## src/rtl/s38584_match_arm_seq.sv

```systemverilog
// Multi-channel gated arm/compare sequencer: arm on qualified request, fire on field match, hold, pulse done.
// Optional build macro S38584_ARM_TIMEOUT_EN adds an ARMED-state timeout (TO_CYC, timeout output).
module s38584_match_arm_seq #(
  parameter int unsigned     NCH      = 4,
  parameter int unsigned     FW       = 2,
  parameter int unsigned     QW       = 7,
  parameter logic [QW-1:0]   QPOL     = QW'(7'b0000011),
  parameter int unsigned     HOLD_CYC = 3
`ifdef S38584_ARM_TIMEOUT_EN
  ,
  parameter int unsigned     TO_CYC   = 16
`endif
) (
  input  logic              ck,
  input  logic              rst,
  input  logic              en,
  input  logic [QW-1:0]     qual,
  input  logic [NCH-1:0]    arm,
  input  logic [NCH-1:0]    clr,
  input  logic [NCH*FW-1:0] fa,
  input  logic [NCH*FW-1:0] fb,
  output logic [NCH-1:0]    armed,
  output logic [NCH-1:0]    hold,
  output logic [NCH-1:0]    done,
`ifdef S38584_ARM_TIMEOUT_EN
  output logic [NCH-1:0]    timeout,
`endif
  output logic              any_hold
);

  localparam int unsigned CW = 8;

  generate
    if (HOLD_CYC < 1 || HOLD_CYC > 255) begin : g_bad_hold
      $error("HOLD_CYC must be in 1..255");
    end
  endgenerate

  typedef enum logic [1:0] {
    ST_IDLE  = 2'd0,
    ST_ARMED = 2'd1,
    ST_HOLD  = 2'd2
  } state_t;

  state_t         state_q [NCH];
  state_t         state_d [NCH];
  logic [CW-1:0]  cnt_q   [NCH];
  logic [CW-1:0]  cnt_d   [NCH];
  logic [NCH-1:0] done_d;
  logic [NCH-1:0] armed_d;
  logic [NCH-1:0] hold_d;
  logic           q_ok;

`ifdef S38584_ARM_TIMEOUT_EN
  localparam int unsigned TW = (TO_CYC > 1) ? $clog2(TO_CYC) : 1;
  logic [TW-1:0]  to_q [NCH];
  logic [TW-1:0]  to_d [NCH];
  logic [NCH-1:0] timeout_d;
`endif

  // Per-channel next-state, hold counter and pulse generation
  always_comb begin
    q_ok    = &(~(qual ^ QPOL));
    done_d  = '0;
    armed_d = '0;
    hold_d  = '0;
`ifdef S38584_ARM_TIMEOUT_EN
    timeout_d = '0;
`endif
    for (int unsigned i = 0; i < NCH; i++) begin
      state_d[i] = state_q[i];
      cnt_d[i]   = cnt_q[i];
`ifdef S38584_ARM_TIMEOUT_EN
      to_d[i]    = to_q[i];
`endif
      if (en) begin
        if (clr[i]) begin
          state_d[i] = ST_IDLE;
          cnt_d[i]   = '0;
        end else begin
          case (state_q[i])
            ST_IDLE: begin
              if (arm[i] && q_ok) begin
                state_d[i] = ST_ARMED;
`ifdef S38584_ARM_TIMEOUT_EN
                to_d[i]    = '0;
`endif
              end
            end
            ST_ARMED: begin
              if (q_ok && (fa[i*FW +: FW] == fb[i*FW +: FW])) begin
                state_d[i] = ST_HOLD;
                cnt_d[i]   = CW'(HOLD_CYC - 1);
              end else if (!q_ok) begin
                state_d[i] = ST_IDLE;
`ifdef S38584_ARM_TIMEOUT_EN
              end else if (to_q[i] == TW'(TO_CYC - 1)) begin
                state_d[i]   = ST_IDLE;
                timeout_d[i] = 1'b1;
              end else begin
                to_d[i] = to_q[i] + TW'(1);
`endif
              end
            end
            ST_HOLD: begin
              if (cnt_q[i] == '0) begin
                state_d[i] = ST_IDLE;
                done_d[i]  = 1'b1;
              end else begin
                cnt_d[i] = cnt_q[i] - CW'(1);
              end
            end
            default: state_d[i] = ST_IDLE;
          endcase
        end
      end
      armed_d[i] = (state_d[i] == ST_ARMED);
      hold_d[i]  = (state_d[i] == ST_HOLD);
    end
  end

  always_ff @(posedge ck or posedge rst) begin
    if (rst) begin
      for (int unsigned i = 0; i < NCH; i++) begin
        state_q[i] <= ST_IDLE;
        cnt_q[i]   <= '0;
`ifdef S38584_ARM_TIMEOUT_EN
        to_q[i]    <= '0;
`endif
      end
      armed    <= '0;
      hold     <= '0;
      done     <= '0;
      any_hold <= 1'b0;
`ifdef S38584_ARM_TIMEOUT_EN
      timeout  <= '0;
`endif
    end else begin
      for (int unsigned i = 0; i < NCH; i++) begin
        state_q[i] <= state_d[i];
        cnt_q[i]   <= cnt_d[i];
`ifdef S38584_ARM_TIMEOUT_EN
        to_q[i]    <= to_d[i];
`endif
      end
      armed    <= armed_d;
      hold     <= hold_d;
      done     <= done_d;
      any_hold <= |hold_d;
`ifdef S38584_ARM_TIMEOUT_EN
      timeout  <= timeout_d;
`endif
    end
  end

endmodule

```

## config.mk

```make
export PLATFORM = sky130hd
export DESIGN_NAME = s38584_match_arm_seq
export DESIGN_NICKNAME = d
export VERILOG_FILES = /design/src/rtl/s38584_match_arm_seq.sv
export SDC_FILE = /design/constraint.sdc
export NUM_CORES = 1
export LEC_CHECK = 0
export CORE_ASPECT_RATIO = 2
export CORE_MARGIN = 1.5
export CORE_UTILIZATION = 25
export CTS_BUF_LIST = sky130_fd_sc_hd__clkbuf_4
export CTS_CLUSTER_SIZE = 16
export DETAILED_ROUTE_END_ITERATION = 16
export HOLD_SLACK_MARGIN = 0.05
export SYNTH_ARGS = -nofsm -noshare
export SYNTH_HDL_FRONTEND = slang
export SYNTH_SLANG_ARGS = --single-unit
```

## constraint.sdc

```tcl
create_clock -name ck -period 7.3 [get_ports ck]
set_input_delay 1.825 -clock ck [delete_from_list [all_inputs] [get_ports ck]]
set_output_delay 1.825 -clock ck [all_outputs]
set_load 0.03 [all_outputs]
```

==> results.md, run 1 <==
| Result | Value | Unit |
| --- | --- | --- |
| Outcome | completed | - |
| Worst path max stage delay | 1.14 | ns |
| Routed WL | 6.738 | mm |
| Met1 usage in global routing | 12.75 | % |
| Maximum number of pins on one net before global-route repair | 54 | - |
| Count of flip-flops with a built-in enable after synthesis | 0 | - |
| DRC errors left | 0 | - |
| Post-synthesis area per instance | 9.467 | µm² |
| Crit-path cells | clkdlybuf4s50_1 > clkinv_1 > a22o_1 > and2_4 > or4_4 | - |
| Maximum VDD drop | 83.80 | µV |
| Core occupancy in the finished layout | 32.00 | % |
| Placement row count | 54 | - |
| Data arrival time at the worst-slack endpoint | 4.52 | ns |
| Layout overhead on the synthesized area | 25.48 | % |
| Antenna violations before repair | 0 | - |
| Antenna Cells | 0 | - |
| Worst-case hold slack | 0.4907 | ns |
| Standard cell core area | 10880 | µm² |
| Maximum frequency from static timing analysis | 235.5 | MHz |
| Share of the clock period used by the worst path | 58.18 | % |
| Overflow left after global routing | 0 | - |
| Root Buffer Master | sky130_fd_sc_hd__clkbuf_4 | - |
| Total setup buffers inserted after CTS | 0 | - |
| Vias per cell | 4.886 | - |
| Element type at the critical path start | input port | - |
| GRT Total Usage | 11.60 | % |
| # setup viols final | 0 | - |
| Met3 track demand over resource in global routing | 2.222 | % |
| Most Used Layer, Global Route | met2 | - |
| Via count | 2365 | - |
| Register-to-Register Setup Slack | 4.52 | ns |
| Hold Fails Final Rpt | 0 | - |
| Die area | 11780 | µm² |
| Wire length of the first global-routing pass | 10.89 | mm |
| Critical Path Slowest Stage Cell | sky130_fd_sc_hd__clkdlybuf4s50_1 | - |
| Number of fill cells | 1150 | - |
| Classification of the worst setup path | in -> reg | - |
| Warnings from Yosys | 0 | - |
| Worst-path fanout max | 28 | - |
| Leading cell type in the layout, fill and taps excluded | sky130_fd_sc_hd__dfrtp_1 | - |
| Number of sinks on the clock net | 53 | - |
| Capturing element type of the critical path | register | - |
| Max Transition Viols Final | 0 | - |
| Fraction of the yosys area taken by sequential cells | 47.81 | % |
| Total power | 0.5950 | mW |
| Share of total power in sequential cells | 54.8 | % |
| Count of nets after finishing | 382 | - |
| Synth Register Bits | 53 | - |
| Post-synth net total | 332 | - |
| CTS tree | built | - |
| CTS clock-pin slew for the worst setup and hold paths | 0.15 | ns |
| DPL Wire Length | 5.046 | mm |
| Number of standard cells after synthesis | 293 | - |
| Final Critical Period | 4.247 | ns |
| Die width | 77.49 | µm |
| Most used flip-flop cell after synthesis | sky130_fd_sc_hd__dfrtp_1 | - |
| Number of placed I/O pins | 47 | - |
| Total leakage power | 1.480 | nW |
| Antenna viol nets, final | 0 | - |
| Fraction of layout cells with a size suffix above 1 | 7.267 | % |
| Initial Util | 25.50 | % |
| Slew at the pin closest to its max-slew limit | 1.173 | ns |
| Total net switching power | 0.1654 | mW |
| Share of power burned in the clock network | 28.3 | % |
| Post-detailed-route wirelength per cell | 13.92 | µm |
| Count of instances resized after the clock tree is built | 0 | - |
| Maximum level of the CTS H-tree | 2 | - |
| Setup Skew | 0.008058 | ns |
| Routability Congestion | 0.7935 | - |
| DR iter-0 viols | 203 | - |
| Number of unique standard cell types used by synthesis | 51 | - |
| Fraction of met2 tracks used by global routing | 20.72 | % |
| Final-layout setup total negative slack | 0 | ns |
| Max-cap violation count | 0 | - |
| Proportion of register bits with asynchronous set or reset after synthesis | 100.0 | % |
| Netlist area before placement | 2774 | µm² |
| Worst relative slew slack | 20.84 | % |
| Highest-count cells in the layout ignoring fill and taps | 53 x sky130_fd_sc_hd__dfrtp_1, 46 x sky130_fd_sc_hd__clkdlybuf4s50_1, 36 x sky130_fd_sc_hd__nor2_1, 27 x sky130_fd_sc_hd__o21ai_0, 19 x sky130_fd_sc_hd__a21oi_1 | - |
| Via count of the first global-routing pass | 2338 | - |
| Hold WC Path Type | reg -> reg | - |
| Data required, critical path | 7.58 | ns |
| Cts bufs inserted | 5 | - |
| Setup repair after global routing missed its margin | false | - |
| CTS hold repair buffers | 0 | - |
| Drt pass-1 iters | 4 | - |
| Combinational power share | 16.9 | % |
| Internal power | 0.4296 | mW |
| PwrDens | 170.9 | nW/µm² |
| Overall die height | 152.0 | µm |
| Worst skew pair latency | 0.39 | ns |
| Port Buffers | 46 | - |
| Switching Share | 27.80 | % |
| Number of buffers on the longest clock path | 2 | - |
==> area by class of cell <==
class | instances | area (µm²) | share of cell area (%)
Multi-Input combinational cell | 219 | 1369 | 39.32
Sequential cell | 53 | 1326 | 38.10
Timing Repair Buffer | 47 | 467.9 | 13.44
Tap cell | 140 | 175.2 | 5.032
Inverter | 17 | 63.81 | 1.833
Clock inverter | 3 | 41.29 | 1.186
Clock buffer | 5 | 37.54 | 1.078
==> routing by layer <==
layer	vias to the layer above	share of wire, %
met1	1136	41
met4	0	3.6
met5	-	0
met3	14	3.8
met2	60	52
li1	1155	-
==> power by group through the flow <==
| stage | Sequential (mW) | Clock, mW | Combinational (mW) |
|---|---|---|---|
| after CTS | 0.326 | 0.175 | 0.102 |
| after global placement | 0.330 | 0 | 0.0991 |
| final | 0.326 | 0.169 | 0.100 |
| after floorplan | 0.329 | 0 | 0.0628 |
| after global routing | 0.329 | 0.182 | 0.111 |
| after detailed placement | 0.331 | 0 | 0.102 |
==> critical path: cells and delay by family <==
family | cells | cell delay (ns)
compound gates | 1 | 0.39
simple gates | 2 | 0.63
buf+inv | 2 | 1.68
==> flip-flops by register name, indices dropped and copies added (netlist names) <==
name	count
hold	4
any_hold	1
state_q	8
cnt_q	32
done	4
armed	4
==> synthesized netlist by cell type (2+ instances only) <==
cell,count,area (µm²)
sky130_fd_sc_hd__dfrtp_1,53,1326
sky130_fd_sc_hd__nor2_1,36,135.1
sky130_fd_sc_hd__o21ai_0,27,135.1
sky130_fd_sc_hd__a21oi_1,19,95.09
sky130_fd_sc_hd__inv_1,16,60.06
sky130_fd_sc_hd__nand2_1,15,56.30
sky130_fd_sc_hd__nor2b_1,11,68.82
sky130_fd_sc_hd__nor3_1,10,50.05
sky130_fd_sc_hd__nand3_1,9,45.04
sky130_fd_sc_hd__xnor2_1,8,70.07
sky130_fd_sc_hd__or3_1,7,43.79
sky130_fd_sc_hd__o31ai_1,6,45.04
sky130_fd_sc_hd__and3_1,5,31.28
sky130_fd_sc_hd__ha_1,5,62.56
sky130_fd_sc_hd__clkbuf_1,4,15.01
sky130_fd_sc_hd__xor2_1,4,35.03
sky130_fd_sc_hd__a22o_1,3,26.28
sky130_fd_sc_hd__nand2b_1,3,18.77
sky130_fd_sc_hd__nand3b_1,3,22.52
sky130_fd_sc_hd__nor4_1,3,18.77
sky130_fd_sc_hd__o22a_1,3,26.28
sky130_fd_sc_hd__or4_1,3,22.52
sky130_fd_sc_hd__or4_4,3,33.78
sky130_fd_sc_hd__a21o_1,2,15.01
sky130_fd_sc_hd__a32o_1,2,20.02
sky130_fd_sc_hd__nand4_1,2,12.51
sky130_fd_sc_hd__o2111ai_1,2,17.52
sky130_fd_sc_hd__o211ai_1,2,15.01
sky130_fd_sc_hd__o21ai_1,2,10.01
sky130_fd_sc_hd__o22ai_1,2,12.51
sky130_fd_sc_hd__or2_2,2,12.51
sky130_fd_sc_hd__or3b_2,2,17.52
==> metrics by stage <==
stage          std cells  setup WS (ns)  cell area (µm²)
6_report             484          3.053             3481
5_1_grt              484          2.903             3481
4_1_cts              484          3.066             3481
3_5_place_dp         476          2.659             3402
3_3_place_gp         476          2.767             3402
2_1_floorplan        293          3.613             2774
==> kinds of logic (layout without fill, tap and decap cells) <==
kind of cell    Yosys count  in the layout  share of synthesized area [%]
compound gates           80             80                          19.31
xor+xnor                 12             12                          3.789
fa+ha+maj                 5              5                          2.255
buf+inv                  21             72                          2.841
flops                    53             53                          47.81
mux                       1              1                         0.4059
simple gates            121            121                          23.59
==> worst paths after layout <==
kind / start / end / cells after the start
setup / recovery: en / any_hold$_DFF_PP0_ / 5
hold / removal: cnt_q[23]$_DFFE_PP0P_ / cnt_q[23]$_DFFE_PP0P_ / 1
setup reg to reg: cnt_q[0]$_DFFE_PP0P_ / any_hold$_DFF_PP0_ / 8
hold reg to reg: cnt_q[23]$_DFFE_PP0P_ / cnt_q[23]$_DFFE_PP0P_ / 1
max in group asynchronous: rst / cnt_q[1]$_DFFE_PP0P_ / 3
min in group asynchronous: rst / state_q[6]$_DFF_PP0_ / 3
(Power assumes the default switching activity.)
==> run 2, diff against run 1 <==
Clock period 7.3 ns to 4.4 ns, I/O delays scaled along.
==> run 2 against run 1 <==
Flip-flop and latch count is the same. Critical endpoint is now cnt_q[27]$_DFFE_PP0P_. First-iteration DRC count shrank 43%. Largest cell class unchanged. Via count shrank 0.47%. Combinational power grew 67%. Setup slack lost 2.0 ns. Non-clock buffer count grew 2. Routed wire length grew 0.22%. Sequential share of layout area shrank 0.14 points. Largest power group unchanged. Worst hold slack gained 0.013 ns.
==> results.md, run 2 (synthesis results as in run 1) <==
| Result | Value | Unit | Change |
| --- | --- | --- | --- |
| Outcome | completed | - | unchanged |
| Count of instances resized after the clock tree is built | 0 | - | unchanged |
| Count of nets after finishing | 384 | - | was 382 |
| Area taken by multi-input logic gates | 1369 | µm² | unchanged |
| Drt pass-1 iters | 4 | - | unchanged |
| Worst relative slew slack | 38.89 | % | was 20.84% |
| Setup Skew | 0.01110 | ns | was 0.008058 ns |
| Highest-count cells in the layout ignoring fill and taps | 53 x sky130_fd_sc_hd__dfrtp_1, 46 x sky130_fd_sc_hd__clkdlybuf4s50_1, 36 x sky130_fd_sc_hd__nor2_1, 27 x sky130_fd_sc_hd__o21ai_0, 19 x sky130_fd_sc_hd__a21oi_1 | - | unchanged |
| Data required, critical path | 4.73 | ns | was 7.58 ns |
| CTS hold repair buffers | 0 | - | unchanged |
| Worst-case hold slack | 0.5041 | ns | was 0.4907 ns |
| Wire length of the first global-routing pass | 11.21 | mm | was 10.89 mm |
| Die area | 11780 | µm² | unchanged |
| Classification of the worst setup path | in -> reg | - | unchanged |
| Slew at the pin closest to its max-slew limit | 0.9153 | ns | was 1.173 ns |
| Post-detailed-route wirelength per cell | 13.90 | µm | was 13.92 µm |
| Element type at the critical path start | input port | - | unchanged |
| Root Buffer Master | sky130_fd_sc_hd__clkbuf_4 | - | unchanged |
| GRT Total Usage | 12.04 | % | was 11.60% |
| Max Transition Viols Final | 0 | - | unchanged |
| Final-layout setup total negative slack | 0 | ns | unchanged |
| Fraction of layout cells with a size suffix above 1 | 7.803 | % | was 7.267% |
| Cts bufs inserted | 5 | - | unchanged |
| Hold WC Path Type | reg -> reg | - | unchanged |
| Hold Fails Final Rpt | 0 | - | unchanged |
| Number of sinks on the clock net | 53 | - | unchanged |
| DR iter-0 viols | 116 | - | was 203 |
| Number of fill cells | 1140 | - | was 1150 |
| Placement row count | 54 | - | unchanged |
| Cell area after layout | 3493 | µm² | was 3481 µm² |
| Vias per cell | 4.844 | - | was 4.886 |
| DRC errors left | 0 | - | unchanged |
| FF/Latch Area | 1326 | µm² | unchanged |
| Initial Util | 25.50 | % | unchanged |
| Maximum frequency from static timing analysis | 300.2 | MHz |  |
| Worst-path fanout max | 7 | - | was 28 |
| Share of the clock period used by the worst path | 75.70 | % |  |
| Port Buffers | 46 | - | unchanged |
| CTS tree | built | - | unchanged |
| CTS clock-pin slew for the worst setup and hold paths | 0.16 | ns | was 0.15 ns |
| Overall die height | 152.0 | µm | unchanged |
| Largest register by flop count | cnt_q | - | unchanged |
| Total leakage power | 1.489 | nW | was 1.480 nW |
| Maximum level of the CTS H-tree | 2 | - | unchanged |
| DPL Wire Length | 5.062 | mm | was 5.046 mm |
| Standard cell core area | 10880 | µm² | unchanged |
| Post-route setup slack | 1.069 | ns | was 3.053 ns |
| Antenna violations before repair | 0 | - | unchanged |
| Max-cap violation count | 0 | - | unchanged |
| Maximum number of pins on one net before global-route repair | 45 | - | was 54 |
| Dpl cell area | 3410 | µm² | was 3402 µm² |
| Layout overhead on the synthesized area | 25.94 | % | was 25.48% |
| Via count of the first global-routing pass | 2369 | - | was 2338 |
| Routed WL | 6.753 | mm | was 6.738 mm |
| PwrDens | 281.6 | nW/µm² | was 170.9 nW/µm² |
| Final Critical Period | 3.331 | ns |  |
| Worst skew pair latency | 0.39 | ns | about the same |
| Placement-stage worst setup slack | 0.6200 | ns | was 2.659 ns |
| Capturing element type of the critical path | register | - | unchanged |
| Routability Congestion | 0.7830 | - | was 0.7935 |
| Antenna viol nets, final | 0 | - | unchanged |
| Setup repair after global routing missed its margin | false | - | unchanged |
| Leading cell type in the layout, fill and taps excluded | sky130_fd_sc_hd__dfrtp_1 | - | unchanged |
| Leading registers by flop count | cnt_q: 32 flops, state_q: 8 flops | - | unchanged |
| Number of buffers on the longest clock path | 2 | - | unchanged |
| Number of flip-flops under the largest register name | 32 | - | unchanged |
| Number of placed I/O pins | 47 | - | unchanged |
| Data arrival time at the worst-slack endpoint | 3.66 | ns | was 4.52 ns |
| Via count | 2354 | - | was 2365 |
| # setup viols final | 0 | - | unchanged |
| Antenna Cells | 0 | - | unchanged |
| Overflow left after global routing | 0 | - | unchanged |
| Die width | 77.49 | µm | unchanged |
| Maximum VDD drop | 124.1 | µV | was 83.80 µV |
| Total setup buffers inserted after CTS | 0 | - | unchanged |
==> run 2: final timing paths <==
kind / slack, ns / to / start / cells after the start
min in group asynchronous: 1.22 / hold[3]$_DFF_PP0_ / rst / 2
worst max-delay path: 1.07 / cnt_q[27]$_DFFE_PP0P_ / qual[3] / 7
max in group asynchronous: 2.48 / state_q[1]$_DFF_PP0_ / rst / 3
worst min register to register: 0.50 / cnt_q[7]$_DFFE_PP0P_ / cnt_q[7]$_DFFE_PP0P_ / 1
worst max register to register: 1.58 / any_hold$_DFF_PP0_ / cnt_q[0]$_DFFE_PP0P_ / 8
worst min-delay path: 0.50 / cnt_q[7]$_DFFE_PP0P_ / cnt_q[7]$_DFFE_PP0P_ / 1
==> run 2: layout make-up <==
cell class / count / area share (%)
clock buffers: 5 / 1.074
multi-input cells: 219 / 39.18
flip-flops and latches: 53 / 37.97
inverters: 17 / 1.827
repair buffers: 49 / 13.75
well taps: 140 / 5.014
clock inverters: 3 / 1.182
==> run 2: metrics by stage <==
step	power, mW	utilization (%)	std cells
floorplan	0.6494	-	293
global placement	0.7122	31.34	477
detailed placement	0.7169	31.34	477
CTS	0.9984	32.07	485
global route	1.032	32.11	486
finish	0.9838	32.11	486
==> run 2: per-layer routing <==
layer	routed length, µm	global-route usage, %	vias to the layer above
met5	0	0	-
met1	2726	13.60	1138
met4	95	3.896	0
li1	-	-	1158
met3	223	1.922	6
met2	3708	22.43	52
==> run 2: worst max-delay path, stage by stage <==
cell and delay [ns]:
sky130_fd_sc_hd__clkdlybuf4s50_1 0.42, sky130_fd_sc_hd__nor4_1 0.34, sky130_fd_sc_hd__nand3_1 0.34, sky130_fd_sc_hd__o31ai_4 0.43, sky130_fd_sc_hd__o21ai_1 0.20, sky130_fd_sc_hd__or4b_2 0.65
sky130_fd_sc_hd__a21oi_1 0.16
==> run 2: where the power goes <==
group	internal [mW]	switching, mW	total (mW)
logic	0.0840	0.0828	0.167
registers	0.511	0.0291	0.541
clock network	0.118	0.159	0.276
